<file path="src/rtl/muldiv_unit.sv">
// Iterative MULT/MULTU/DIV/DIVU engine holding the architectural HI/LO pair.
// Shift-add multiply and restoring divide, one bit per cycle, sign-fixed in a final cycle.
module muldiv_unit #(
    parameter int WIDTH = 32,
    parameter int CNT_W = 6
) (
    input  logic             clk,
    input  logic             rst_n,
    input  logic             start,
    input  logic [1:0]       op,
    input  logic [WIDTH-1:0] rs_data,
    input  logic [WIDTH-1:0] rt_data,
    input  logic             hi_we,
    input  logic             lo_we,
    input  logic [WIDTH-1:0] wdata,
    output logic             busy,
    output logic             done,
    output logic [WIDTH-1:0] hi,
    output logic [WIDTH-1:0] lo
);

    typedef enum logic [1:0] {S_IDLE, S_ITER, S_FIX} state_e;

    state_e             state_q, state_d;
    logic [CNT_W-1:0]   cnt_q, cnt_d;
    logic [WIDTH-1:0]   hi_q, hi_d;
    logic [WIDTH-1:0]   lo_q, lo_d;
    logic               done_q, done_d;

    logic [1:0]         op_q;
    logic               sign_a_q, sign_b_q, dz_q;
    logic [WIDTH-1:0]   acc_q, acc_d;
    logic [WIDTH-1:0]   low_q, low_d;
    logic [WIDTH-1:0]   opnd_q;

    logic               accept;
    logic               op_signed;
    logic [WIDTH:0]     mul_sum;
    logic [WIDTH:0]     div_shl;
    logic               div_ge;
    logic [2*WIDTH-1:0] mul_res;
    logic [WIDTH-1:0]   quo_res, rem_res;

    function automatic logic [WIDTH-1:0] magnitude(input logic [WIDTH-1:0] v, input logic is_signed);
        return (is_signed && v[WIDTH-1]) ? -v : v;
    endfunction

    function automatic logic [WIDTH-1:0] cond_neg(input logic [WIDTH-1:0] v, input logic neg);
        return neg ? -v : v;
    endfunction

    function automatic logic [2*WIDTH-1:0] cond_neg2(input logic [2*WIDTH-1:0] v, input logic neg);
        return neg ? -v : v;
    endfunction

    assign accept    = (state_q == S_IDLE) && start;
    assign op_signed = ~op[0];
    assign busy      = (state_q != S_IDLE);
    assign done      = done_q;
    assign hi        = hi_q;
    assign lo        = lo_q;

    // One iteration: acc_q is the running partial (product high half or remainder),
    // low_q shifts out multiplier bits or shifts in quotient bits.
    always_comb begin
        acc_d   = acc_q;
        low_d   = low_q;
        mul_sum = {1'b0, acc_q} + {1'b0, (low_q[0] ? opnd_q : '0)};
        div_shl = {acc_q, low_q[WIDTH-1]};
        div_ge  = (div_shl >= {1'b0, opnd_q});
        if (op_q[1]) begin
            acc_d = div_ge ? (div_shl[WIDTH-1:0] - opnd_q) : div_shl[WIDTH-1:0];
            low_d = {low_q[WIDTH-2:0], div_ge};
        end else begin
            acc_d = mul_sum[WIDTH:1];
            low_d = {mul_sum[0], low_q[WIDTH-1:1]};
        end
    end

    always_comb begin
        mul_res = cond_neg2({acc_q, low_q}, ~op_q[0] & (sign_a_q ^ sign_b_q));
        quo_res = dz_q ? '1 : cond_neg(low_q, ~op_q[0] & (sign_a_q ^ sign_b_q));
        rem_res = cond_neg(acc_q, ~op_q[0] & sign_a_q);
    end

    always_comb begin
        state_d = state_q;
        cnt_d   = cnt_q;
        hi_d    = hi_q;
        lo_d    = lo_q;
        done_d  = 1'b0;
        case (state_q)
            S_IDLE: begin
                if (hi_we) hi_d = wdata;
                if (lo_we) lo_d = wdata;
                if (start) begin
                    state_d = S_ITER;
                    cnt_d   = '0;
                end
            end
            S_ITER: begin
                cnt_d = cnt_q + 1'b1;
                if (cnt_q == CNT_W'(WIDTH - 1)) state_d = S_FIX;
            end
            S_FIX: begin
                state_d = S_IDLE;
                done_d  = 1'b1;
                if (op_q[1]) begin
                    hi_d = rem_res;
                    lo_d = quo_res;
                end else begin
                    hi_d = mul_res[2*WIDTH-1:WIDTH];
                    lo_d = mul_res[WIDTH-1:0];
                end
            end
            default: state_d = S_IDLE;
        endcase
    end

    always_ff @(posedge clk or negedge rst_n) begin
        if (!rst_n) begin
            state_q <= S_IDLE;
            cnt_q   <= '0;
            hi_q    <= '0;
            lo_q    <= '0;
            done_q  <= 1'b0;
        end else begin
            state_q <= state_d;
            cnt_q   <= cnt_d;
            hi_q    <= hi_d;
            lo_q    <= lo_d;
            done_q  <= done_d;
        end
    end

    // Operand capture: divide keeps the dividend in low_q and the divisor in opnd_q,
    // multiply keeps the multiplier in low_q and the multiplicand in opnd_q.
    always_ff @(posedge clk) begin
        if (accept) begin
            op_q     <= op;
            sign_a_q <= op_signed & rs_data[WIDTH-1];
            sign_b_q <= op_signed & rt_data[WIDTH-1];
            dz_q     <= (rt_data == '0);
            acc_q    <= '0;
            if (op[1]) begin
                opnd_q <= magnitude(rt_data, op_signed);
                low_q  <= magnitude(rs_data, op_signed);
            end else begin
                opnd_q <= magnitude(rs_data, op_signed);
                low_q  <= magnitude(rt_data, op_signed);
            end
        end else if (state_q == S_ITER) begin
            acc_q <= acc_d;
            low_q <= low_d;
        end
    end

endmodule
</file>
<file path="config.mk">
export PLATFORM = sky130hd
export DESIGN_NAME = muldiv_unit
export DESIGN_NICKNAME = d
export VERILOG_FILES = /design/src/rtl/muldiv_unit.sv
export SDC_FILE = /design/constraint.sdc
export NUM_CORES = 1
export LEC_CHECK = 0
export ABC_AREA = 1
export ABC_CLOCK_PERIOD_IN_PS = 6880
export CAP_MARGIN = 20
export CORE_MARGIN = 5
export CORE_UTILIZATION = 30
export CTS_CLUSTER_SIZE = 8
export DETAILED_ROUTE_END_ITERATION = 10
export PLACE_DENSITY = 0.51
export SLEW_MARGIN = 20
export SYNTH_ARGS = -nofsm -noshare
export SYNTH_HDL_FRONTEND = slang
export SYNTH_SLANG_ARGS = --single-unit
</file>
<file path="constraint.sdc">
create_clock -name clk -period 6.88 [get_ports clk]
set_clock_uncertainty 0.1 [all_clocks]
set_input_delay 1.376 -clock clk [delete_from_list [all_inputs] [get_ports clk]]
set_output_delay 1.376 -clock clk [all_outputs]
set_load 0.1 [all_outputs]
</file>
---- Word level (Yosys, flattened, before mapping) ----
Index checks and enable logic that the tools add are counted.
storage, ports and cells
  word-level logic and storage cells ...... 74
  bits of input ports ..................... 103
  bits in registers ....................... 174
  output and inout bits ................... 66
operators by class
  multiplexer cells ....................... 26
  $lt $le $gt $ge ......................... 1
  bitwise logic cells ..................... 7
  equal/unequal tests ..................... 7
  reductions and logical operators ........ 13
  $add $sub $neg .......................... 8
operator list
  cell                                                              count
  32-bit two-way mux                                                17
  32-bit negator                                                    4
  32-bit case mux with 2 select lines                               2
  64-bit two-way mux                                                1
  64-bit negator                                                    1
  32-bit by 32-bit adder with 33-bit output                         1
  33-bit by 32-bit greater-or-equal comparator with 1-bit output    1
  32-bit logical NOT                                                1
  32-bit subtractor                                                 1
  6-bit case mux with 2 select lines                                1
  2-bit inequality test (second input constant)                     4
  2-bit AND reduction                                               4
  2-bit nonzero test                                                4
  6-bit by 1-bit adder with 6-bit output (second input constant)    1
  6-bit by 5-bit == test with 1-bit output (second input constant)  1
  6-bit two-way mux                                                 1
  1-bit AND                                                         4
  2-bit two-way mux                                                 2
  2-bit case mux with 2 select lines                                1
  1-bit logical AND                                                 3
  2-bit by 1-bit == test with 1-bit output (second input constant)  1
  2-bit == test (second input constant)                             1
  2-bit logical NOT                                                 1
  1-bit inverter                                                    2
  other kinds (2)                                                   2

---- Depth between registers and ports, before layout ----
Gate-level depths: netlist of run 1.
  word-level depth ........................ 6
  depth in mapped cells ................... 19
  gate-level depth less buffers ........... 18

---- Worst setup path after synthesis of run 1 ----
Ideal clock, no wire load.
  path kind ............................... input to register
  from .................................... input port start
  to ...................................... register low_q[6], data pin
  cell stages on the path ................. 4
  path buffers ............................ 1
  data required time ...................... 6,460 ps
  arrival ................................. 3,027 ps
  setup time .............................. 320 ps
  path slack .............................. 3,433 ps
  path through ............................ nand2_1 > inv_1 > buf_1 > o22ai_1
on the way
  cells in the longest elaborated chain, start to end .. 2
RTL lines
  what                    line  RTL
  start: declaration      9     input logic start,
  1-bit logical AND       56    assign accept = (state_q == S_IDLE) && start;
  net accept              36    logic accept;
  32-bit two-way mux      139   if (accept) begin
  end signal: assignment  147   low_q <= magnitude(rs_data, op_signed);
  end signal: assignment  150   low_q <= magnitude(rt_data, op_signed);
  end signal: assignment  154   low_q <= low_d;
  end: declaration        33    logic [WIDTH-1:0] low_q, low_d;
The timed path passes the listed nets, and every way through them passes these cells.
A chain may end at the register's enable or synchronous reset.

---- Final worst setup path of run 1 ----
  from .................................... register state_q[1]
  to ...................................... output port busy
on the way
  cells in the longest elaborated chain, start to end .. 1
RTL lines
  what                      line  RTL
  start: declaration        24    state_e state_q, state_d;
  start signal: assignment  128   state_q <= state_d;
  2-bit nonzero test        58    assign busy = (state_q != S_IDLE);
  end: declaration          16    output logic busy,
No other way between the ends.

==> impl_results.md, run 1 <==
- Vias per cell: 5.04
- Final hold violations: 0
- H-tree level count: 4
- Final Slew Violations: 0
- Clk root buf: clkbuf_16
- Post-synth ARST share: 0.420
- Pin count of the biggest net entering global routing: 78
- Seq/Total Area, Yosys: 0.248
- Worst-margin pin slew: 1040 ps
- Slowest cell on the critical path: clkdlybuf4s50_1
- Dpl cells: 4035
- Ys flop type: dfrtp_1
- Status: finished clean
- Share of cells above drive strength 1: 0.0323
- Post-CTS Setup Bufs: 0
- Grt ovf: 0
- I/O pin count: 169
- Synth top area share: 0.198
- Mean Syn Cell Area: 5.78 µm²
- Dominant cell type by area after synthesis: nand2_1
- Crit-path max cell delay: 980 ps
- Post-synth EDFFs: 69
- Clk sinks: 174
- Final RePlAce weighted congestion: 0.933
- Worst skew pair latency: 500 ps
- Slew HR: 0.302
- CP Launch Type: flip-flop
- Diode count: 0
- Detailed router's first-iteration violation count: 1833
- Worst-path clk slew: 80 ps
- Syn_nets: 3341
- Die Ht: 257 µm
- Seq cells post-synth: 174
- Drt first pass iters: 5
- Avg WL per Cell: 19.6 µm
- Area after DPL: 20700 µm²
- Cell Chain, Critical Path: nor2_1, inv_1, clkdlybuf4s50_1
- Initial Util: 0.303
- Post-cts repair resize count: 0
- Area delta synth->final: 16.5%
- Area contributors post-synth: nand2_1 (20%), edfxtp_1 (11%), dfrtp_1 (10%)
- Fin crit share: 0.584
- PD cells: 481 nW/µm²
- Worst EP arrival: 2540 ps
- Final net count: 3446
- Period minus WS final: 4020 ps
- Die Area: 66000 µm²
- Leak Pwr: 10.4 nW
- Number of global-route vias before repair: 19000
- WP data required: 5400 ps
- Port Buffers: 168
- Max Clk Rate: 0.249 GHz
- CP Class: flip-flop to output port
- Max Cap Violations: 0
- Post-Syn Area: 18300 µm²
- TritonCTS clock tree: done
- Core ar.: 60400 µm²
- Post-DP HPWL: 64.7 mm
- Cells after Synth: 3167
- First-pass GRT wire length: 119 mm
- Worst-path maximum fanout: 5
- CTS buffer count: 17
- Final Non-Filler Cells: 4067
- Row Count: 90
- Max Root-Sink Buffers: 2
- Synth Warn #: 0
- Synth unique cells: 51
- Pre-CTS WS: 2330 ps
- GRT Overall Usage: 0.234
- Antenna-violating nets left: 0
- Final wirelength: 79.9 mm
- DRC viols: 0
- Worst hold path type: flip-flop to flip-flop
- Hold Buf Count CTS: 0
- Final Instance Area: 21300 µm²
- Setup violators final: 0
- Initial antenna violation count: 0
- Unrepaired setup endpoints after global routing: no
- VDD IR max: 257 µV
- Via Count: 20500
- Final setup TNS: 0 ps
- Critical Path Sink Type: output port
- Fin worst setup slack: 2860 ps
- Width of the chip: 257 µm
## through the flow
step	util	power [W]	hold WS [ps]
after floorplan	-	0.00695	310
after global placement	0.343	0.00915	327
after detailed placement	0.343	0.00914	328
after CTS	0.353	0.0102	341
after global routing	0.353	0.0110	357
final	0.353	0.0103	341
## area by class of cell
| cell class | count | area, µm² |
|---|---|---|
| Tap cell | 782 | 978 |
| Clock inverter | 15 | 184 |
| Fill cell | 6875 | 39000 |
| Clock buffer | 17 | 425 |
| Multi-Input combinational cell | 2420 | 11600 |
| Inverter | 472 | 1780 |
| Timing Repair Buffer | 187 | 1820 |
| Sequential cell | 174 | 4540 |
## worst max-delay path, delay by kind of cell (launching register included)
family	cells	cell delay (ps)
buffers and inverters	2	1060
flip-flops	1	520
AND/OR/NAND/NOR	1	450
## per-layer routing
layer | wire length, µm | share of wire | GRT usage
met1 | 36600 | 0.46 | 0.327
met5 | 0 | 0 | 0
met3 | 4570 | 0.057 | 0.0359
met2 | 36300 | 0.45 | 0.374
met4 | 2400 | 0.030 | 0.0741
## where the power goes
group          internal [W]  switching (W)
Clock              0.000525       0.000541
Sequential          0.00158       0.000722
Combinational       0.00194        0.00494
Total               0.00405        0.00621
## final timing paths
path                                  from         end  slack, ps  depth (start not counted)
worst max-delay path            state_q[1]        busy       2860                          3
worst min register to register    cnt_q[5]  state_q[1]        340                          1
worst min-delay path              cnt_q[5]  state_q[1]        340                          1
max in group asynchronous            rst_n      lo[12]       5020                          2
worst max register to register  state_q[1]   low_q[30]       3420                          7
min in group asynchronous            rst_n      hi[10]        650                          1
## cell families after synthesis
group | after synthesis | share of synthesized area
DFF | 174 | 0.248
buffers and inverters | 573 | 0.120
adders and majority gates | 71 | 0.0494
and+or+nand+nor | 1778 | 0.401
xor gates and xnor gates | 72 | 0.0345
AOI/OAI and AO/OA | 496 | 0.145
muxes | 3 | 0.00164
## registers in the layout (all words and copies together) (netlist names)
signal and cells:
hi 32, sign_b_q 1, lo 32, op_q 2, acc_q 32, done 1, cnt_q 6, opnd_q 32
state_q 2, low_q 32, dz_q 1, sign_a_q 1
## cells in the final DEF (no fill, tap or decap), types with 3 or more instances in the layout
master / n
inv_1: 453
o211ai_1: 16
buf_4: 20
ha_1: 69
o21bai_1: 15
inv_8: 4
or2_2: 4
inv_2: 16
nand3_1: 240
a31oi_1: 26
xor2_1: 56
o21ai_0: 215
nor2_2: 8
clkbuf_16: 17
edfxtp_1: 69
nand4_1: 48
xnor2_1: 16
o22ai_1: 6
nand2_1: 966
a21o_1: 6
nor2_4: 5
nor3_1: 30
nor4_1: 7
nand3b_1: 12
nand2_2: 7
clkdlybuf4s50_1: 166
o21a_1: 6
o21ai_1: 12
a21oi_1: 184
dfxtp_1: 32
inv_6: 7
dfrtp_1: 73
nor2_1: 441
mux2i_1: 3
## synthesized netlist by cell type (3+ instances only)
cell type	number
nand2_2	6
o21a_1	6
nor2_1	444
a31oi_1	26
mux2i_1	3
a21o_1	6
nor3_1	30
nor4_1	7
buf_2	9
o22ai_1	6
dfrtp_1	73
xor2_1	56
nand3b_1	12
nand4_1	48
o21bai_1	15
ha_1	69
inv_2	14
nand2_1	967
nand3_1	240
xnor2_1	16
buf_1	16
o211ai_1	16
buf_6	3
inv_1	456
nor2_2	8
clkbuf_1	71
dfxtp_1	32
or2_2	4
edfxtp_1	69
a21oi_1	184
o21ai_0	216
o21ai_1	13
Note: power is estimated with default switching activity, not from simulation.
==> run 2, diff against run 1 <==
--- a/config.mk
+++ b/config.mk
@@ -6,13 +6,13 @@
 export NUM_CORES = 1
 export LEC_CHECK = 0
 export ABC_AREA = 1
-export ABC_CLOCK_PERIOD_IN_PS = 6880
+export ABC_CLOCK_PERIOD_IN_PS = 3370
 export CAP_MARGIN = 20
 export CORE_MARGIN = 5
 export CORE_UTILIZATION = 30
 export CTS_CLUSTER_SIZE = 8
 export DETAILED_ROUTE_END_ITERATION = 10
-export PLACE_DENSITY = 0.51
+export PLACE_DENSITY = 0.53
 export SLEW_MARGIN = 20
 export SYNTH_ARGS = -nofsm -noshare
 export SYNTH_HDL_FRONTEND = slang
==> constraint.sdc (replaced) <==
create_clock -name clk -period 3.37 [get_ports clk]
set_clock_uncertainty 0.1 [all_clocks]
set_input_delay 0.674 -clock clk [delete_from_list [all_inputs] [get_ports clk]]
set_output_delay 0.674 -clock clk [all_outputs]
set_load 0.1 [all_outputs]
==> run 2 against run 1 <==
Effect of this change: die area did not move; global-route usage fell by 0.078 points; routed wire length barely moved; non-clock buffer count rose by 70; via count rose by 2.3%; sequential power rose by 79%; critical path depth rose by 13; cell count rose by 1.7%; flip-flop and latch count did not move; utilization rose by 0.60 points; critical path type is now flip-flop to flip-flop.
==> impl_results.md, run 2 (synthesis gave the netlist of run 1 again) <==
- Width of the chip: 257 µm
- Antenna-violating nets left: 0
- CP Launch Type: flip-flop
- Worst path bufs/invs: 4
- Commonest non-fill, non-tap cell in the layout: nand2_1
- Final Non-Filler Cells: 4137
- CP Depth: 16
- Dpl cells: 4105
- Period minus WS final: 2910 ps
- Setup crit end: acc_q[31]
- Sw Ratio: 0.601
- Worst r2r src: low_q[0]
- Final RePlAce weighted congestion: 0.976
- Hold Buf Count CTS: 0
- Internal power: 0.00839 W
- Psw: 0.0126 W
- I/O pin count: 169
- R2R setup slack: 460 ps
- Slew HR: 0.524
- Final Slew Violations: 0
- Area delta synth->final: 18.5%
- Setup violators final: 0
- Post-CTS Setup Bufs: 0
- Diode count: 0
- Fin crit share: 0.863
- End of the worst register-to-register path: acc_q[31]
- Fill count: 6840
- Worst skew pair latency: 520 ps
- Clock share of power: 0.098
- Logic gate share of total power: 0.706
- Final setup TNS: 0 ps
- Number of global-route vias before repair: 19300
- VDD IR max: 647 µV
- Clk root buf: clkbuf_16
- Die Area: 66000 µm²
- Max Clk Rate: 0.344 GHz
- Pre-CTS WS: 243 ps
- CP Class: flip-flop to flip-flop
- Row Count: 90
- Max Cap Violations: 0
- Status: finished clean
- Crit-path max cell delay: 480 ps
- Leak Pwr: 10.7 nW
- Critical path origin: low_q[0]
- PD cells: 970 nW/µm²
- Worst-margin pin slew: 715 ps
- Critical Path Sink Type: flip-flop
- Detailed router's first-iteration violation count: 1799
- Register area: 4540 µm²
- Die Ht: 257 µm
- Seq pwr share: 0.196
- Initial Util: 0.303
- Vias per cell: 5.06
- Commonest cells after routing, fill and taps aside: nand2_1 (966), inv_1 (454), nor2_1 (441), nand3_1 (240), o21ai_0 (215)
- Post-DP HPWL: 65.7 mm
- Worst-path clk slew: 70 ps
- Multi-input logic area: 11600 µm²
- GRT Overall Usage: 0.234
- Final wirelength: 79.9 mm
- Initial antenna violation count: 0
- Core ar.: 60400 µm²
- Final hold violations: 0
- Fin worst setup slack: 460 ps
- CTS buffer count: 17
- H-tree level count: 4
- Via Count: 20900
- Critical path's top delay family: simple AND/OR/NAND/NOR gates
- R2r worst-path depth: 16
- TritonCTS clock tree: done
- Port Buffers: 168
- Cell Chain, Critical Path: buf_4, nand2_1, inv_1, fa_1, nand3_1, nand3_1, nand2_1, nand3_1, nand2_1, nand3_1, nand2_1, inv_1, o21ai_0, nand3_1, nand2_1, inv_1
- DRC viols: 0
- Worst hold path type: input port to async pin
- Drt first pass iters: 6
- Max Root-Sink Buffers: 2
- Slowest cell on the critical path: fa_1
- Worst EP arrival: 3220 ps
- Final net count: 3516
- Pin count of the biggest net entering global routing: 96
- First-pass GRT wire length: 118 mm
- Grt ovf: 0
- Avg WL per Cell: 19.3 µm
- Unrepaired setup endpoints after global routing: no
- Clk sinks: 174
- Share of cells above drive strength 1: 0.0715
- Worst-path maximum fanout: 33
- WP data required: 3680 ps
- Post-cts repair resize count: 0
run 2: cell count changes in the layout (fill, tap and decap cells not counted), moves of 2 or more:
cell             previous run  this run
buf_4                      20       152
clkdlybuf4s50_1           166       100
buf_12                      0         4
clkinv_2                    0         2
clkinv_4                    0         2
clkinv_8                    2         0
inv_6                       7         5
run 2: layout make-up:
class,instances,share of cell area
inverters,472,0.0819
flip-flops and latches,174,0.209
repair buffers,257,0.103
well taps,782,0.0451
clock buffers,19,0.0209
multi-input cells,2420,0.535
clock inverters,13,0.00525
run 2: per-stage QoR:
stage / instance area, µm² / total power [W] / hold slack (ps) / utilization
final: 21700 / 0.0210 / 86.0 / 0.359
after global routing: 21700 / 0.0226 / 152 / 0.359
after CTS: 21700 / 0.0210 / 104 / 0.359
after detailed placement: 21100 / 0.0188 / 336 / 0.350
after global placement: 21100 / 0.0188 / 333 / 0.350
after floorplan: 18300 / 0.0142 / 278 / -
run 2: power groups by stage:
stage | Clock (W) | Sequential [W] | Combinational (W)
3_5_place_dp | 0 | 0.00415 | 0.0147
2_1_floorplan | 0 | 0.00663 | 0.00755
3_3_place_gp | 0 | 0.00416 | 0.0147
5_1_grt | 0.00217 | 0.00421 | 0.0162
4_1_cts | 0.00212 | 0.00411 | 0.0147
6_report | 0.00206 | 0.00413 | 0.0149
run 2: worst reg2reg max path, delay by kind of cell (launching register included):
kind,cells,cell delay (ps)
AOI/OAI and AO/OA,1,200
and+or+nand+nor,10,1230
DFF,1,380
adders and majority gates,1,480
buffers and inverters,4,410
run 2: worst min path at each step:
stage	cells past startpoint	endpoint	slack, ps
after global routing	1	hi[15]	150
final	1	hi[15]	90
after global placement	1	state_q[1]	330
after detailed placement	1	state_q[1]	340
after CTS	1	hi[21]	100
after floorplan	0	cnt_q[0]	280
run 2: per-layer routing:
| layer | vias up | part of all wire | track usage |
|---|---|---|---|
| li1 | 10500 | - | - |
| met1 | 9587 | 0.44 | 0.320 |
| met2 | 760 | 0.45 | 0.368 |
| met3 | 117 | 0.063 | 0.0354 |
| met4 | 0 | 0.044 | 0.0962 |
| met5 | - | 0 | 0 |
==> run 3, diff against run 2 <==
--- a/config.mk
+++ b/config.mk
@@ -8,8 +8,10 @@
 export ABC_AREA = 1
 export ABC_CLOCK_PERIOD_IN_PS = 3370
 export CAP_MARGIN = 20
+export CORE_ASPECT_RATIO = 0.5
 export CORE_MARGIN = 5
 export CORE_UTILIZATION = 30
+export CTS_BUF_LIST = sky130_fd_sc_hd__clkbuf_8
 export CTS_CLUSTER_SIZE = 8
 export DETAILED_ROUTE_END_ITERATION = 10
 export PLACE_DENSITY = 0.53
==> run 3 against run 2 <==
Effect of this change: sequential share of layout area is 0.18 points higher; non-clock buffer count decreased by 5; setup slack got worse by 320 ps; via count up 2.7%; critical path type unchanged; largest cell class unchanged; first-iteration DRC count grew 33%; global-route usage up 0.89 points; highest routed layer unchanged.
==> impl_results.md, run 3 (synthesis gave the netlist of run 1 again) <==
- Via Count: 21500
- Final wirelength: 83.0 mm
- Width of the chip: 359 µm
- Pre-CTS WS: 125 ps
- Period minus WS final: 3230 ps
- Worst-margin pin slew: 931 ps
- Post-DP HPWL: 67.9 mm
- H-tree level count: 4
- TritonCTS clock tree: done
- Max Cap Violations: 0
- DRC viols: 0
- Post-cts repair resize count: 0
- Setup violators final: 0
- Max Clk Rate: 0.309 GHz
- Commonest non-fill, non-tap cell in the layout: nand2_1
- Number of global-route vias before repair: 19500
- Clk root buf: clkbuf_8
- Hold Buf Count CTS: 0
- Row Count: 64
- Final setup TNS: 0 ps
- Final Slew Violations: 0
- I/O pin count: 169
- Grt ovf: 0
- Unrepaired setup endpoints after global routing: no
- Fin worst setup slack: 137 ps
- Final core occ: 0.354
- Detailed router's first-iteration violation count: 2393
- Worst r2r src: low_q[0]
- Drt first pass iters: 8
- Critical Path Sink Type: flip-flop
- Worst-path clk slew: 100 ps
- Fill count: 6907
- Die Area: 66300 µm²
- Multi-input logic area: 11600 µm²
- Critical path origin: low_q[0]
- Fin crit share: 0.959
- Final net count: 3511
- Share of cells above drive strength 1: 0.0699
- Core ar.: 60800 µm²
- Initial antenna violation count: 0
- Max Root-Sink Buffers: 2
- Pin count of the biggest net entering global routing: 95
- First-pass GRT wire length: 122 mm
- Clk sinks: 174
- Avg WL per Cell: 19.9 µm
- Status: finished clean
- GRT Overall Usage: 0.242
- PD cells: 961 nW/µm²
- CTS buffer count: 17
- CP Launch Type: flip-flop
- Port Buffers: 168
- Area delta synth->final: 17.5%
- Worst-path maximum fanout: 33
- Final RePlAce weighted congestion: 1.01
- Post-CTS Setup Bufs: 0
- Vias per cell: 5.15
- CP Class: flip-flop to flip-flop
- Register area: 4540 µm²
- Worst EP arrival: 3580 ps
- Commonest cells after routing, fill and taps aside: nand2_1 (966), inv_1 (457), nor2_1 (441), nand3_1 (240), o21ai_0 (215)
- Antenna-violating nets left: 0
- Worst skew pair latency: 550 ps
- Final hold violations: 0
- Worst hold path type: input port to async pin
- Slew HR: 0.375
- WP data required: 3710 ps
- VDD IR max: 658 µV
- Die Ht: 185 µm
- Leak Pwr: 10.6 nW
- Initial Util: 0.301
run 3: cell count changes in the layout (fill, tap and decap cells not counted), moves of 3 or more:
cell | previous run | this run
buf_4 | 152 | 146
inv_8 | 4 | 1
clkinvlp_4 | 0 | 4
clkbuf_8 | 0 | 18
inv_1 | 454 | 457
clkbuf_16 | 18 | 0
run 3: cell type report:
type,count,area share
inverter,472,0.0826
clock buffer,18,0.0115
sequential,174,0.211
tap,825,0.0480
antenna,1,0.000116
multi-input combinational,2420,0.539
timing repair buffer,252,0.102
clock inverter,14,0.00559
run 3: power breakdown:
group	switching (W)	total [W]	internal, W
registers	0.000870	0.00410	0.00323
logic	0.0108	0.0150	0.00418
clock network	0.000930	0.00153	0.000603
total	0.0126	0.0207	0.00802
run 3: through the flow:
step | hold WS (ps) | instance area [µm²] | power, W | std cells
floorplan | 278 | 18300 | 0.0142 | 3167
global placement | 330 | 21100 | 0.0189 | 4142
detailed placement | 331 | 21100 | 0.0189 | 4142
CTS | 202 | 21500 | 0.0205 | 4174
global route | 103 | 21500 | 0.0222 | 4175
finish | 71.3 | 21500 | 0.0207 | 4176
run 3: final timing paths:
| path | end | slack (ps) | depth (start not counted) |
|---|---|---|---|
| min in group clk | state_q[1] | 340 | 1 |
| min | hi[12] | 70 | 1 |
| max in group asynchronous | lo[20] | 2590 | 1 |
| max | acc_q[27] | 140 | 16 |
| min reg2reg | state_q[1] | 340 | 1 |
| max reg2reg | acc_q[27] | 140 | 16 |
run 3: critical path: stages (launching register included):
cell,delay (ps)
edfxtp_1,400
buf_4,270
nand2_1,120
inv_1,70
fa_1,470
nand3_1,100
nand3_1,240
nand2_1,130
nand3_1,290
nand2_1,140
nand2_1,190
nand3_1,210
nand3_1,90
nand3_1,120
nand3_1,80
nand2_1,70
inv_1,30
run 3: per-layer routing:
| metal | global-route usage | up-vias | part of all wire |
|---|---|---|---|
| li1 | - | 10500 | - |
| met5 | 0 | - | 0 |
| met1 | 0.349 | 10100 | 0.46 |
| met2 | 0.375 | 851 | 0.43 |
| met4 | 0.0536 | 0 | 0.020 |
| met3 | 0.0493 | 85 | 0.092 |
